## config.mk

```make
export PLATFORM = sky130hd
export DESIGN_NAME = nn_reg_manager
export DESIGN_NICKNAME = d
export VERILOG_FILES = /design/src/rtl/nn_reg_manager.sv
export SDC_FILE = /design/constraint.sdc
export NUM_CORES = 1
export LEC_CHECK = 0
export CORE_ASPECT_RATIO = 0.6
export CORE_MARGIN = 3
export CORE_UTILIZATION = 42
export DETAILED_ROUTE_END_ITERATION = 7
export GPL_TIMING_DRIVEN = 0
export PLACE_DENSITY = 0.75
export SLEW_MARGIN = 20
export SYNTH_ARGS = -nofsm -noshare
export SYNTH_HDL_FRONTEND = slang
export SYNTH_SLANG_ARGS = --single-unit
```

## constraint.sdc

```tcl
create_clock -name clk -period 4.3 [get_ports clk]
set_input_delay 0.86 -clock clk [delete_from_list [all_inputs] [get_ports clk]]
set_output_delay 0.86 -clock clk [all_outputs]
set_load 0.03 [all_outputs]
```

## src/rtl/nn_reg_manager.sv

```systemverilog
// Memory-mapped weight/input register file that sequences one inference per start.
// Define NN_MGR_WRDBK_EN to make weight and input registers readable.
module nn_reg_manager #(
  parameter int WIDTH      = 4,
  parameter int WIDTH_W    = 9,
  parameter int LENGHT_I   = 2,
  parameter int LENGHT_MID = 2,
  parameter int LENGHT_O   = 2,
  parameter int N_W        = LENGHT_I*LENGHT_MID
                             + LENGHT_MID*LENGHT_O,
  parameter int WIDTH_ADDR =
    $clog2(2+N_W+LENGHT_I+LENGHT_O)
) (
  input  logic                      clk,
  input  logic                      reset,
  input  logic [WIDTH_ADDR-1:0]     address,
  input  logic                      write,
  input  logic                      read,
  input  logic [WIDTH-1:0]          in_d,
  output logic [WIDTH-1:0]          out_d,
  output logic                      ready,
  output logic                      wr,
  output logic                      down,
  output logic [N_W*WIDTH_W-1:0]    w_o,
  output logic [LENGHT_I*WIDTH-1:0] x_o,
  output logic                      start_o,
  input  logic                      res_valid_i,
  input  logic [LENGHT_O*WIDTH-1:0] res_i
);

  localparam logic [31:0] W_BASE = 32'd2;
  localparam logic [31:0] I_BASE = W_BASE + 32'(N_W);
  localparam logic [31:0] O_BASE = I_BASE + 32'(LENGHT_I);
  localparam logic [31:0] N_REG  = O_BASE + 32'(LENGHT_O);

  typedef enum logic [1:0] {
    IDLE, START, RUN, DONE
  } state_t;

  state_t state, state_nx;

  logic [N_W*WIDTH_W-1:0]    w_q;
  logic [LENGHT_I*WIDTH-1:0] x_q;
  logic [LENGHT_O*WIDTH-1:0] o_q;
  logic                      err_q, err_d;
  logic                      busy;

  logic [31:0]        a;
  logic               is_ctrl, is_stat;
  logic               is_w, is_x, is_o, is_bad;
  logic               start_cmd, clr_cmd;
  logic               w_we, x_we, capture;
  logic               err_set, err_clr;
  logic [WIDTH_W-1:0] wdata_w;
  logic [WIDTH-1:0]   rdata;

  assign a       = 32'(address);
  assign is_ctrl = (a == 32'd0);
  assign is_stat = (a == 32'd1);
  assign is_w    = (a >= W_BASE) && (a < I_BASE);
  assign is_x    = (a >= I_BASE) && (a < O_BASE);
  assign is_o    = (a >= O_BASE) && (a < N_REG);
  assign is_bad  = (a >= N_REG);

  // clear wins over start when both bits are written together
  assign clr_cmd   = write && is_ctrl && in_d[1];
  assign start_cmd = write && is_ctrl && in_d[0]
                     && !in_d[1];

  assign w_we    = write && is_w && !busy;
  assign x_we    = write && is_x && !busy;
  assign capture = (state == RUN) && res_valid_i;
  assign wdata_w = WIDTH_W'($signed(in_d));

  assign err_set = (write && (((is_w || is_x) && busy)
                              || is_o || is_bad))
                   || (read && is_bad);
  assign err_clr = write && is_stat && in_d[2];

  always_comb begin
    err_d = err_q;
    if (err_clr) err_d = 1'b0;
    if (err_set) err_d = 1'b1;
    if (clr_cmd) err_d = 1'b0;
  end

  always_ff @(posedge clk or posedge reset) begin
    if (reset) state <= IDLE;
    else       state <= state_nx;
  end

  always_comb begin
    state_nx = state;
    if (clr_cmd) begin
      state_nx = IDLE;
    end else begin
      unique case (state)
        IDLE:  if (start_cmd) state_nx = START;
        START: state_nx = RUN;
        RUN:   if (res_valid_i) state_nx = DONE;
        DONE:  if (start_cmd) state_nx = START;
        default: state_nx = IDLE;
      endcase
    end
  end

  always_comb begin
    start_o = 1'b0;
    down    = 1'b0;
    busy    = 1'b0;
    unique case (state)
      START: begin
        start_o = 1'b1;
        busy    = 1'b1;
      end
      RUN:  busy = 1'b1;
      DONE: down = 1'b1;
      default: ;
    endcase
  end

  always_comb begin
    rdata = '0;
    unique case (1'b1)
      is_stat: rdata = WIDTH'({err_q, down, busy});
      is_w: begin
`ifdef NN_MGR_WRDBK_EN
        for (int i = 0; i < N_W; i++)
          if (a == W_BASE + 32'(i))
            rdata = WIDTH'(w_q[i*WIDTH_W +: WIDTH_W]);
`endif
      end
      is_x: begin
`ifdef NN_MGR_WRDBK_EN
        for (int i = 0; i < LENGHT_I; i++)
          if (a == I_BASE + 32'(i))
            rdata = x_q[i*WIDTH +: WIDTH];
`endif
      end
      is_o: begin
        for (int i = 0; i < LENGHT_O; i++)
          if (a == O_BASE + 32'(i))
            rdata = o_q[i*WIDTH +: WIDTH];
      end
      default: rdata = '0;
    endcase
  end

  always_ff @(posedge clk or posedge reset) begin
    if (reset) begin
      w_q   <= '0;
      x_q   <= '0;
      o_q   <= '0;
      err_q <= 1'b0;
      out_d <= '0;
      ready <= 1'b0;
      wr    <= 1'b0;
    end else begin
      ready <= read;
      wr    <= w_we;
      err_q <= err_d;
      if (read) out_d <= rdata;
      for (int i = 0; i < N_W; i++)
        if (w_we && a == W_BASE + 32'(i))
          w_q[i*WIDTH_W +: WIDTH_W] <= wdata_w;
      for (int i = 0; i < LENGHT_I; i++)
        if (x_we && a == I_BASE + 32'(i))
          x_q[i*WIDTH +: WIDTH] <= in_d;
      if (clr_cmd)      o_q <= '0;
      else if (capture) o_q <= res_i;
    end
  end

  assign w_o = w_q;
  assign x_o = x_q;

endmodule

```

=== Word level (Yosys, flattened, before mapping) ===
Index checks and enable logic that the tools add are counted.

* Flip-flop bits (word level): 57
* ROM bits: 0
* Memories kept: 0
* Latch bits: 0
* Input bits: 21
* Memory bits (writable): 0

* Div/mod/pow operators: 0
* Multiplexer cells: 15
* Reduce and logical (&&, ||, !) cells: 40
* Multiply operators: 0
* Order comparisons: 7
* Bitwise operators: 0
* Add/sub/neg operators: 0
* Eq/ne operators: 18
* Shift operators: 0

{| class="wikitable"
|+ Operators with widths
! cell !! count
|-
| zero test 32 bit || 1
|-
| logical AND 1 bit || 27
|-
| == test 4 bit, second input constant || 6
|-
| == test 4 x 3 -> 1 bit, second input constant || 4
|-
| 2-to-1 mux 8 bit || 2
|-
| greater-or-equal comparator 4 bit, second input constant || 3
|-
| < comparator 4 bit, second input constant || 3
|-
| == test 4 x 2 -> 1 bit, second input constant || 2
|-
| 2-to-1 mux 4 bit || 2
|-
| one-hot mux 4 bit (2 select lines) || 1
|-
| 2-to-1 mux 1 bit || 6
|-
| 2-to-1 mux 2 bit || 3
|-
| one-hot mux 2 bit (3 select lines) || 1
|-
| == test 2 bit, second input constant || 2
|-
| == test 4 x 1 -> 1 bit, second input constant || 1
|-
| greater-or-equal comparator 4 x 2 -> 1 bit, second input constant || 1
|-
| logical OR 1 bit || 4
|-
| OR reduction 2 bit || 2
|-
| != test 3 x 1 -> 1 bit, second input constant || 1
|-
| != test 3 bit, second input constant || 1
|-
| nonzero test 3 bit || 1
|-
| == test 2 x 1 -> 1 bit, second input constant || 1
|-
| zero test 1 bit || 2
|-
| zero test 2 bit || 1
|-
| other kinds (2) || 2
|}

=== Logic depth before layout (Yosys ltp) ===
Gate-level depths: netlist (run 1).

* Word-level depth: 10
* Gate-level depth with buffers: 6
* Depth with buffers taken out: 6

=== Worst setup path before layout (run 1) ===
No wires, ideal clock.

* Path kind: input -> register
* Start: input address[0]
* End: register w_q[0] (netlist: w_o[0])
* Setup time: 0.125 ns
* Cell stages on the path: 5
* Data required time: 4.175 ns
* Arrival time: 1.970 ns
* Slack: 2.205 ns
* Cells stage by stage: buf_6 nand2b_1 or4_4 buf_6 mux2_4

* Word-level cells in the longest chain between the ends: 5
* Elaborated cells on any way between the ends: 7

{| class="wikitable"
|+ RTL lines
! item !! RTL line !! text
|-
| from (decl) || 16 || <nowiki>input logic [WIDTH_ADDR-1:0] address,</nowiki>
|-
| greater-or-equal comparator 4 x 2 -> 1 bit or < comparator 4 bit (tied branches) || 60 || <nowiki>assign is_w = (a >= W_BASE) && (a < I_BASE);</nowiki>
|-
| logical AND 1 bit || 60 ||
|-
| logical AND 1 bit (2 in series) || 70 || <nowiki>assign w_we = write && is_w && !busy;</nowiki>
|-
| logical AND 1 bit * || 164 || <nowiki>if (w_we && a == W_BASE + 32'(i))</nowiki>
|-
| to (signal, indexed assignment) || 165 || <nowiki>w_q[i*WIDTH_W +: WIDTH_W] <= wdata_w;</nowiki>
|-
| to (decl) || 42 || <nowiki>logic [N_W*WIDTH_W-1:0] w_q;</nowiki>
|}

Mark *: on every way between the ends. The rest lies on a longest branch, timed or not.
A chain may end at the register's enable or synchronous reset.

=== Worst setup path after layout (run 1) ===
* Start: register state[1]
* End: output start_o

* Word-level cells in the longest chain between the ends: 2

{| class="wikitable"
|+ RTL lines
! item !! RTL line !! text
|-
| from (decl) || 40 || <nowiki>state_t state, state_nx;</nowiki>
|-
| from (signal assigned) || 89 || <nowiki>else state <= state_nx;</nowiki>
|-
| == test 2 x 1 -> 1 bit || 111 || <nowiki>unique case (state)</nowiki>
|-
| 2-to-1 mux 1 bit || 111 ||
|-
| to (decl) || 26 || <nowiki>output logic start_o,</nowiki>
|}

No other way between the ends.

==> results of run 1 <==
-- worst min-delay path by stage --
stage | start | depth (start not counted) | slack (ns) | endpoint
final | w_o[29]$_DFFE_PP0P_ | 1 | 0.50 | w_o[29]$_DFFE_PP0P_
after global placement | w_o[20]$_DFFE_PP0P_ | 1 | 0.49 | w_o[20]$_DFFE_PP0P_
after CTS | w_o[29]$_DFFE_PP0P_ | 1 | 0.51 | w_o[29]$_DFFE_PP0P_
after detailed placement | w_o[28]$_DFFE_PP0P_ | 1 | 0.49 | w_o[28]$_DFFE_PP0P_
after global routing | w_o[64]$_DFFE_PP0P_ | 1 | 0.51 | w_o[64]$_DFFE_PP0P_
after floorplan | err_q$_DFFE_PP0P_ | 2 | 0.48 | out_d[2]$_DFFE_PP0P_
-- sequential cells by signal (all words and copies together) (netlist names) --
register,cells
state,2
x_o,8
err_q,1
wr,1
w_o,32
ready,1
out_d,4
o_q,8
-- kinds of logic after synthesis --
kind of cell | after synthesis
simple gates | 47
mux | 44
xor+xnor | 1
fa+ha+maj | 5
compound gates | 24
buf+inv | 62
flops | 57
-- area by class of cell --
class | instances | area share [%]
inverter | 9 | 0.883
tap | 84 | 2.56
clock buffer | 13 | 3.87
sequential | 57 | 34.7
multi-input combinational | 121 | 23.4
timing repair buffer | 103 | 25.1
buffer | 53 | 9.07
clock inverter | 3 | 0.365
-- metrics by stage --
stage	setup WS, ns	instance area [um^2]
6_report	1.79	4110
5_1_grt	1.72	4110
4_1_cts	1.77	4110
3_5_place_dp	1.59	3940
3_3_place_gp	1.03	3930
2_1_floorplan	2.04	2800
-- power breakdown --
group / internal [uW] / total (uW) / switching (uW)
clock: 238 / 434 / 196
sequential: 745 / 894 / 148
combinational: 952 / 2000 / 1050
total: 1940 / 3330 / 1390
-- cells in the mapped netlist --
| library cell | n | area, um^2 |
|---|---|---|
| buf_2 | 4 | 20.0 |
| a21oi_1 | 9 | 45.0 |
| nand2_2 | 1 | 6.26 |
| buf_1 | 1 | 3.75 |
| buf_4 | 41 | 308 |
| clkbuf_1 | 5 | 18.8 |
| nand3_1 | 9 | 45.0 |
| a22o_1 | 1 | 8.76 |
| o21a_1 | 1 | 7.51 |
| nand2_1 | 11 | 41.3 |
| maj3_1 | 1 | 10.0 |
| nand4b_1 | 2 | 17.5 |
| or3_1 | 2 | 12.5 |
| a21o_1 | 2 | 15.0 |
| nor2b_1 | 1 | 6.26 |
| nand2b_1 | 3 | 18.8 |
| inv_1 | 9 | 33.8 |
| o41ai_1 | 1 | 8.76 |
| nor4_2 | 1 | 12.5 |
| buf_6 | 2 | 22.5 |
| nor3_1 | 6 | 30.0 |
| mux2i_1 | 4 | 40.0 |
| ha_1 | 4 | 50.1 |
| and3_1 | 1 | 6.26 |
| nor2_1 | 8 | 30.0 |
| o21ai_0 | 5 | 25.0 |
| nor4_1 | 1 | 6.26 |
| dfrtp_1 | 57 | 1430 |
| a31oi_1 | 3 | 18.8 |
| mux2_4 | 4 | 60.1 |
| o32ai_1 | 1 | 8.76 |
| a22oi_1 | 1 | 7.51 |
| or4_4 | 1 | 11.3 |
| mux2_2 | 36 | 405 |
| xor2_1 | 1 | 8.76 |
-- routing by layer --
layer | part of all wire, % | vias up | routed length [um] | GRT usage (%)
li1 | - | 1009 | - | -
met3 | 10 | 5 | 676 | 8.20
met5 | 0 | - | 0 | 0
met1 | 47 | 970 | 3070 | 23.4
met2 | 41 | 103 | 2680 | 23.8
met4 | 0.67 | 0 | 43 | 4.45
-- critical path: stages, from the launching register on --
cell	delay, ns
dfrtp_1	0.42
inv_1	0.10
ha_1	0.14
clkdlybuf4s50_1	0.66
==> flow_metrics.py, run 1 <==
metrics = {
    "run_status": {
        "status": "finished clean",
    },
    "cts": {
        "ctsResizeCount": 0,
        "clkLatencyLatePin_ns": 0.32,
        "cts_buffer_depth": 2,
        "cts-root-buf": "clkbuf_8",
        "cts_setup_buffers": 0,
        "cts_tree": "done",
        "cts_sinks": 57,
        "ctsHoldBuffers": 0,
        "cts_made_buffers": 9,
        "clk_pin_slew_ns": 0.06,
        "h-tree-depth": 3,
    },
    "worst_setup_path": {
        "critPathRequiredTime_ns": 3.44,
        "end_kind": "primary output",
        "path_max_fanout": 4,
        "setup.worst_path.start": "state[1]$_DFFE_PP0P_",
        "reg2reg_depth": 6,
        "critical_path.startpoint_type": "register",
        "rr_startpoint": "state[0]$_DFFE_PP0P_",
        "arrival_ns": 1.65,
        "crit_end": "start_o",
        "rrSetupSlack_ns": 2.28,
        "rr_endpoint": "w_o[0]$_DFFE_PP0P_",
        "crit_type": "reg -> out",
    },
    "pwr": {
        "power_uw": 3330,
        "powerDensity_nw_per_um2": 810,
        "p_leak_uw": 0.00186,
        "vdd_drop_max_mv": 0.476,
    },
    "floorplan": {
        "die-area_um2": 7710,
        "ios": 109,
        "die_w_um": 111,
        "fp.coreArea_um2": 6280,
        "die_h_um": 69.2,
        "rows": 22,
        "initial_core_util_pct": 44.6,
    },
    "yosys": {
        "synth_xor_area_share_pct": 0.313,
        "synthAdderAreaFrac_pct": 2.15,
        "synth_compound_area_share_pct": 5.19,
        "synthCells": 240,
        "ys_seq_area_share_pct": 51.0,
        "synthesis.area_um2": 2800,
        "syn-num-nets": 265,
        "syn_area_per_cell_um2": 11.7,
        "ys_types": 35,
        "muxShareOfSynthArea_pct": 18.1,
        "yosysWarnings": 0,
        "synth_seq_cells": 57,
        "synth_top_family_by_area": "multiplexers",
        "synthSimpleGateAreaFrac_pct": 8.72,
    },
    "place": {
        "port_buffers": 103,
        "dp_cells": 427,
        "dp_hpwl_um": 4860,
        "gp_congestion": 0.876,
    },
    "timing": {
        "clock_skew_ns": 0.00768,
        "rsz0062_at_grt": "no",
        "finalSetupViolations": 0,
        "hold_viol_final": 0,
        "period_minus_slack_ns": 2.51,
        "post-route-period-util_pct": 58.4,
        "tns_ns": 0,
        "drv_slew": 0,
        "fmax_ghz": 0.398,
        "tightest_slew_ns": 0.685,
        "slew_headroom_pct": 54.3,
        "hold_ws_ns": 0.501,
    },
    "global_routing": {
        "grt_overflow": 0,
        "grt_pass1_wl_um": 10300,
        "antenna_found_initial": 0,
        "grt_pass1_vias": 2027,
        "grt_max_degree": 58,
        "track_usage_pct": 16.9,
    },
    "final_layout": {
        "fin_nets": 379,
        "layout_commonest_cell": "clkdlybuf4s50_1",
        "utilization_pct": 65.5,
        "multi_input_comb_area_um2": 963,
        "final_cell_mix": "103 x clkdlybuf4s50_1, 57 x dfrtp_1, 41 x buf_4",
        "antenna_cells": 0,
        "seq_area_um2": 1430,
        "n_fill_cell": 531,
        "drive_gt1_share_pct": 29.2,
        "instances_no_fill": 443,
        "syn_to_final_growth_pct": 46.9,
    },
    "route": {
        "drt-initial-drc-count": 56,
        "wl_per_cell_um": 14.6,
        "via_per_inst": 4.71,
        "wl_um": 6470,
        "drc": 0,
        "drt_pre_antenna_iters": 4,
        "ant_nets": 0,
        "vias": 2087,
    },
    "run": {
        "drv_cap": 0,
    },
    "hold_path": {
        "hp-class": "reg -> reg",
    },
}
Note: power is estimated with default switching activity, not from simulation.
==> run 2: changes to the inputs <==
--- a/config.mk
+++ b/config.mk
@@ -7,7 +7,7 @@
 export LEC_CHECK = 0
 export CORE_ASPECT_RATIO = 0.6
 export CORE_MARGIN = 3
-export CORE_UTILIZATION = 42
+export CORE_UTILIZATION = 40
 export DETAILED_ROUTE_END_ITERATION = 7
 export GPL_TIMING_DRIVEN = 0
 export PLACE_DENSITY = 0.75
==> constraint.sdc (replaced) <==
create_clock -name clk -period 2.2 [get_ports clk]
set_input_delay 0.44 -clock clk [delete_from_list [all_inputs] [get_ports clk]]
set_output_delay 0.44 -clock clk [all_outputs]
set_load 0.03 [all_outputs]
==> run 2 against run 1 <==
  * Clock power rose to 3.0 times the previous value
  * Clock skew decreased by 0.0025 ns
  * Final cell count stayed put
  * Sequential power grew 97%
  * Largest cell class unchanged
  * Combinational power is 96% higher
  * Die area is 4.6% higher
  * Sequential share of layout area decreased by 0.99 points
  * Total power grew 110%
  * Worst hold slack worse by 0.035 ns
==> flow_metrics.py, run 2 (same netlist as run 1, synthesis figures left out) <==
metrics = {
    "run_status": {
        "status": "finished clean",
    },
    "cts": {
        "cts_tree": "done",
        "cts_buffer_depth": 2,
        "cts_setup_buffers": 0,
        "clk_pin_slew_ns": 0.05,
        "ctsHoldBuffers": 0,
        "clkLatencyLatePin_ns": 0.31,
        "cts-root-buf": "clkbuf_16",
        "cts_made_buffers": 9,
        "cts_sinks": 57,
        "ctsResizeCount": 0,
        "h-tree-depth": 3,
    },
    "floorplan": {
        "fp.coreArea_um2": 6440,
        "rows": 22,
        "die_h_um": 70.8,
        "die-area_um2": 8060,
        "die_w_um": 114,
        "initial_core_util_pct": 43.4,
        "ios": 109,
    },
    "final_layout": {
        "seq_area_um2": 1430,
        "final_cell_mix": "103 x clkdlybuf4s50_1, 57 x dfrtp_1, 41 x buf_4",
        "drive_gt1_share_pct": 29.5,
        "antenna_cells": 0,
        "syn_to_final_growth_pct": 51.2,
        "fin_nets": 379,
        "layout_commonest_cell": "clkdlybuf4s50_1",
        "largest_reg_flops": 32,
        "multi_input_comb_area_um2": 963,
        "n_fill_cell": 513,
    },
    "place": {
        "dp_hpwl_um": 5050,
        "dp_slack_ns": -0.0113,
        "gp_congestion": 0.806,
        "port_buffers": 103,
    },
    "timing": {
        "rsz0062_at_grt": "no",
        "fmax_ghz": 0.487,
        "fin_ws_ns": 0.147,
        "finalSetupViolations": 0,
        "slew_headroom_pct": 53.9,
        "hold_viol_final": 0,
        "period_minus_slack_ns": 2.05,
        "post-route-period-util_pct": 93.3,
        "drv_slew": 0,
        "tightest_slew_ns": 0.692,
        "clock_skew_ns": 0.00517,
        "hold_ws_ns": 0.467,
    },
    "global_routing": {
        "grt.met3_usage_pct": 6.07,
        "grt_pass1_vias": 2110,
        "grt_overflow": 0,
        "grt_max_degree": 58,
        "busiest_layer": "met2",
        "use_met2_pct": 25.3,
        "use_met1_pct": 24.2,
        "antenna_found_initial": 0,
        "grt_pass1_wl_um": 10900,
        "track_usage_pct": 17.3,
    },
    "worst_setup_path": {
        "end_kind": "primary output",
        "critPathRequiredTime_ns": 1.76,
        "path_max_fanout": 4,
        "arrival_ns": 1.61,
        "critical_path.startpoint_type": "register",
        "rrSetupSlack_ns": 0.18,
        "crit_type": "reg -> out",
    },
    "route": {
        "via_per_inst": 4.77,
        "vias": 2111,
        "drc": 0,
        "wl_per_cell_um": 15.4,
        "wl_um": 6820,
        "drt_pre_antenna_iters": 4,
        "ant_nets": 0,
        "drt-initial-drc-count": 67,
    },
    "pwr": {
        "comb_power_share_pct": 55.9,
        "vdd_drop_max_mv": 0.859,
        "internal-power_uw": 4200,
        "p_leak_uw": 0.00191,
        "clock_power_share_pct": 18.9,
        "seqPwrFrac_pct": 25.2,
        "powerDensity_nw_per_um2": 1660,
        "switching_power_uw": 2800,
        "swShare_pct": 40.0,
    },
    "run": {
        "drv_cap": 0,
    },
    "hold_path": {
        "hp-class": "in -> reg",
    },
}
## run 2: worst paths after layout
path                       cells past startpoint                  from             endpoint
min in group asynchronous                      2                 reset   x_o[0]$_DFFE_PP0P_
setup / recovery                               3  state[1]$_DFFE_PP0P_              start_o
hold / removal                                 3                 write         wr$_DFF_PP0_
max in group asynchronous                      2                 reset  w_o[54]$_DFFE_PP0P_
setup reg to reg                               6  state[0]$_DFFE_PP0P_   w_o[2]$_DFFE_PP0P_
hold reg to reg                                1   w_o[47]$_DFFE_PP0P_  w_o[47]$_DFFE_PP0P_
## run 2: critical path, cell delays in order, from the launching register on
cell and delay [ns]:
dfrtp_1 0.41, inv_1 0.09, ha_1 0.13, clkdlybuf4s50_1 0.66
## run 2: cell type report
| cell class | count | share of cell area (%) |
|---|---|---|
| well taps | 84 | 2.49 |
| flip-flops and latches | 57 | 33.7 |
| clock inverters | 2 | 0.237 |
| inverters | 9 | 0.858 |
| clock buffers | 14 | 6.72 |
| multi-input cells | 121 | 22.8 |
| repair buffers | 103 | 24.4 |
| plain buffers | 53 | 8.82 |
## run 2: power groups by stage
stage               Sequential (uW)  Clock, uW  Combinational, uW
global placement               1760          0               3880
floorplan                      2370          0               1820
CTS                            1770       1340               3940
global route                   1830       1390               4130
finish                         1760       1320               3910
detailed placement             1780          0               3930
## run 2: metrics by stage
| step | total power, uW | util, % | instance area [um^2] | TNS [ns] | instances |
|---|---|---|---|---|---|
| floorplan | 4180 | - | 2800 | 0 | 240 |
| finish | 7000 | 65.7 | 4230 | 0 | 443 |
| global route | 7350 | 65.7 | 4230 | 0 | 443 |
| global placement | 5640 | 61.1 | 3930 | -35.76 | 427 |
| detailed placement | 5710 | 61.1 | 3940 | -0.0296 | 427 |
| CTS | 7060 | 65.7 | 4230 | 0 | 443 |
## run 2: routing by layer
metal  part of all wire [%]  vias to the layer above
met5                      0                        -
met4                    1.1                        0
met3                     11                        9
met2                     42                      114
met1                     45                      982
li1                       -                     1006
==> run 3: changes to the inputs <==
--- a/config.mk
+++ b/config.mk
@@ -11,6 +11,7 @@
 export DETAILED_ROUTE_END_ITERATION = 7
 export GPL_TIMING_DRIVEN = 0
 export PLACE_DENSITY = 0.75
+export RECOVER_POWER = 50
 export SLEW_MARGIN = 20
 export SYNTH_ARGS = -nofsm -noshare
 export SYNTH_HDL_FRONTEND = slang
==> run 3 against run 2 <==
  * Clock skew is 0.00059 ns higher
  * Critical path type unchanged
  * Via count is 0.52% higher
  * Flip-flop and latch count stayed put
  * Clock-buffer cell count stayed put
  * Total power is 1.2% lower
  * Fmax hardly changed
  * Critical path depth stayed put
==> flow_metrics.py, run 3 (same netlist as run 1, synthesis figures left out) <==
metrics = {
    "global_routing": {
        "grt_pass1_vias": 2110,
        "track_usage_pct": 17.3,
        "antenna_found_initial": 0,
        "grt_overflow": 0,
        "grt_pass1_wl_um": 10900,
        "grt_max_degree": 58,
    },
    "pwr": {
        "p_leak_uw": 0.00197,
        "powerDensity_nw_per_um2": 1640,
        "vdd_drop_max_mv": 0.854,
    },
    "final_layout": {
        "layout_commonest_cell": "clkdlybuf4s50_1",
        "antenna_cells": 0,
        "drive_gt1_share_pct": 29.5,
        "syn_to_final_growth_pct": 51.1,
        "largest_reg_flops": 32,
        "fin_nets": 379,
        "final_cell_mix": "71 x clkdlybuf4s50_1, 57 x dfrtp_1, 40 x buf_4",
        "utilization_pct": 65.6,
    },
    "route": {
        "vias": 2122,
        "via_per_inst": 4.79,
        "wl_um": 6840,
        "drt-initial-drc-count": 56,
        "drt_pre_antenna_iters": 4,
        "ant_nets": 0,
        "wl_per_cell_um": 15.4,
        "drc": 0,
    },
    "worst_setup_path": {
        "reg2reg_depth": 6,
        "path_cells": "inv_1 > ha_1 > clkdlybuf4s50_1",
        "path_max_fanout": 4,
        "arrival_ns": 1.61,
        "end_kind": "primary output",
        "crit_type": "reg -> out",
        "rr_startpoint": "state[0]$_DFFE_PP0P_",
        "critical_path.startpoint_type": "register",
        "rr_endpoint": "w_o[2]$_DFFE_PP0P_",
        "rrSetupSlack_ns": 0.18,
        "slowest_delay_ns": 0.66,
        "critPathRequiredTime_ns": 1.76,
        "crit_end": "start_o",
        "slowest_stage": "clkdlybuf4s50_1",
        "setup.worst_path.start": "state[1]$_DFFE_PP0P_",
    },
    "cts": {
        "cts-root-buf": "clkbuf_16",
        "cts_setup_buffers": 0,
        "clk_pin_slew_ns": 0.05,
        "cts_sinks": 57,
        "cts_buffer_depth": 2,
        "h-tree-depth": 3,
        "cts_made_buffers": 9,
        "ctsHoldBuffers": 0,
        "ctsResizeCount": 0,
        "clkLatencyLatePin_ns": 0.31,
        "cts_tree": "done",
    },
    "timing": {
        "finalSetupViolations": 0,
        "hold_viol_final": 0,
        "fmax_ghz": 0.487,
        "drv_slew": 0,
        "rsz0062_at_grt": "no",
        "tns_ns": 0,
        "clock_skew_ns": 0.00576,
        "post-route-period-util_pct": 93.3,
        "tightest_slew_ns": 1.16,
        "slew_headroom_pct": 22.7,
        "period_minus_slack_ns": 2.05,
    },
    "hold_path": {
        "hp-class": "in -> reg",
    },
    "floorplan": {
        "fp.coreArea_um2": 6440,
        "die_w_um": 114,
        "initial_core_util_pct": 43.4,
        "ios": 109,
        "die-area_um2": 8060,
        "rows": 22,
        "die_h_um": 70.8,
    },
    "place": {
        "gp_congestion": 0.806,
        "dp_hpwl_um": 5050,
        "port_buffers": 103,
    },
    "run": {
        "drv_cap": 0,
    },
    "run_status": {
        "status": "finished clean",
    },
}
-- run 3: cell count changes in the layout (fill, tap and decap cells not counted) --
| cell | previous run | this run |
|---|---|---|
| inv_2 | 0 | 1 |
| clkbuf_2 | 0 | 1 |
| buf_4 | 41 | 40 |
| clkdlybuf4s50_1 | 103 | 71 |
| inv_4 | 1 | 0 |
| dlygate4sd3_1 | 0 | 32 |
-- run 3: worst min-delay path by stage --
stage | start | to | slack [ns] | cells past startpoint
2_1_floorplan | read | ready$_DFF_PP0_ | 0.47 | 0
3_3_place_gp | w_o[55]$_DFFE_PP0P_ | w_o[55]$_DFFE_PP0P_ | 0.49 | 1
3_5_place_dp | w_o[19]$_DFFE_PP0P_ | w_o[19]$_DFFE_PP0P_ | 0.49 | 1
4_1_cts | write | wr$_DFF_PP0_ | 0.45 | 3
5_1_grt | write | wr$_DFF_PP0_ | 0.48 | 3
6_report | write | wr$_DFF_PP0_ | 0.47 | 3
-- run 3: power breakdown --
part	internal (uW)	leakage, uW	switching [uW]
Combinational	1790	0.00110	2050
Sequential	1460	0.000724	297
Clock	880	0.000149	442
Total	4130	0.00197	2790
-- run 3: critical path, delay by kind of cell (launching register included) --
kind	cells	cell delay, ns
flops	1	0.41
buf+inv	2	0.75
fa+ha+maj	1	0.13
-- run 3: per-stage QoR --
stage	cell area [um^2]	setup slack, ns	hold WS, ns	instances	power, uW
detailed placement	3940	-0.0113	0.494	427	5710
finish	4220	0.147	0.472	443	6920
CTS	4230	0.132	0.446	443	7060
floorplan	2800	0.312	0.471	240	4180
global placement	3930	-0.628	0.488	427	5640
global route	4220	0.0453	0.484	443	7270
-- run 3: layout make-up --
cell class	count	area, um^2
flip-flops and latches	57	1430
multi-input cells	121	963
fillers	514	2220
clock buffers	14	284
repair buffers	103	1030
well taps	84	105
clock inverters	2	10.0
inverters	9	33.8
plain buffers	53	370
-- run 3: layer usage --
metal | track usage, % | vias to the layer above | wire length [um]
met5 | 0 | - | 0
met4 | 5.80 | 0 | 59
met1 | 24.2 | 1006 | 3170
li1 | - | 1010 | -
met3 | 6.07 | 7 | 647
met2 | 25.3 | 99 | 2960
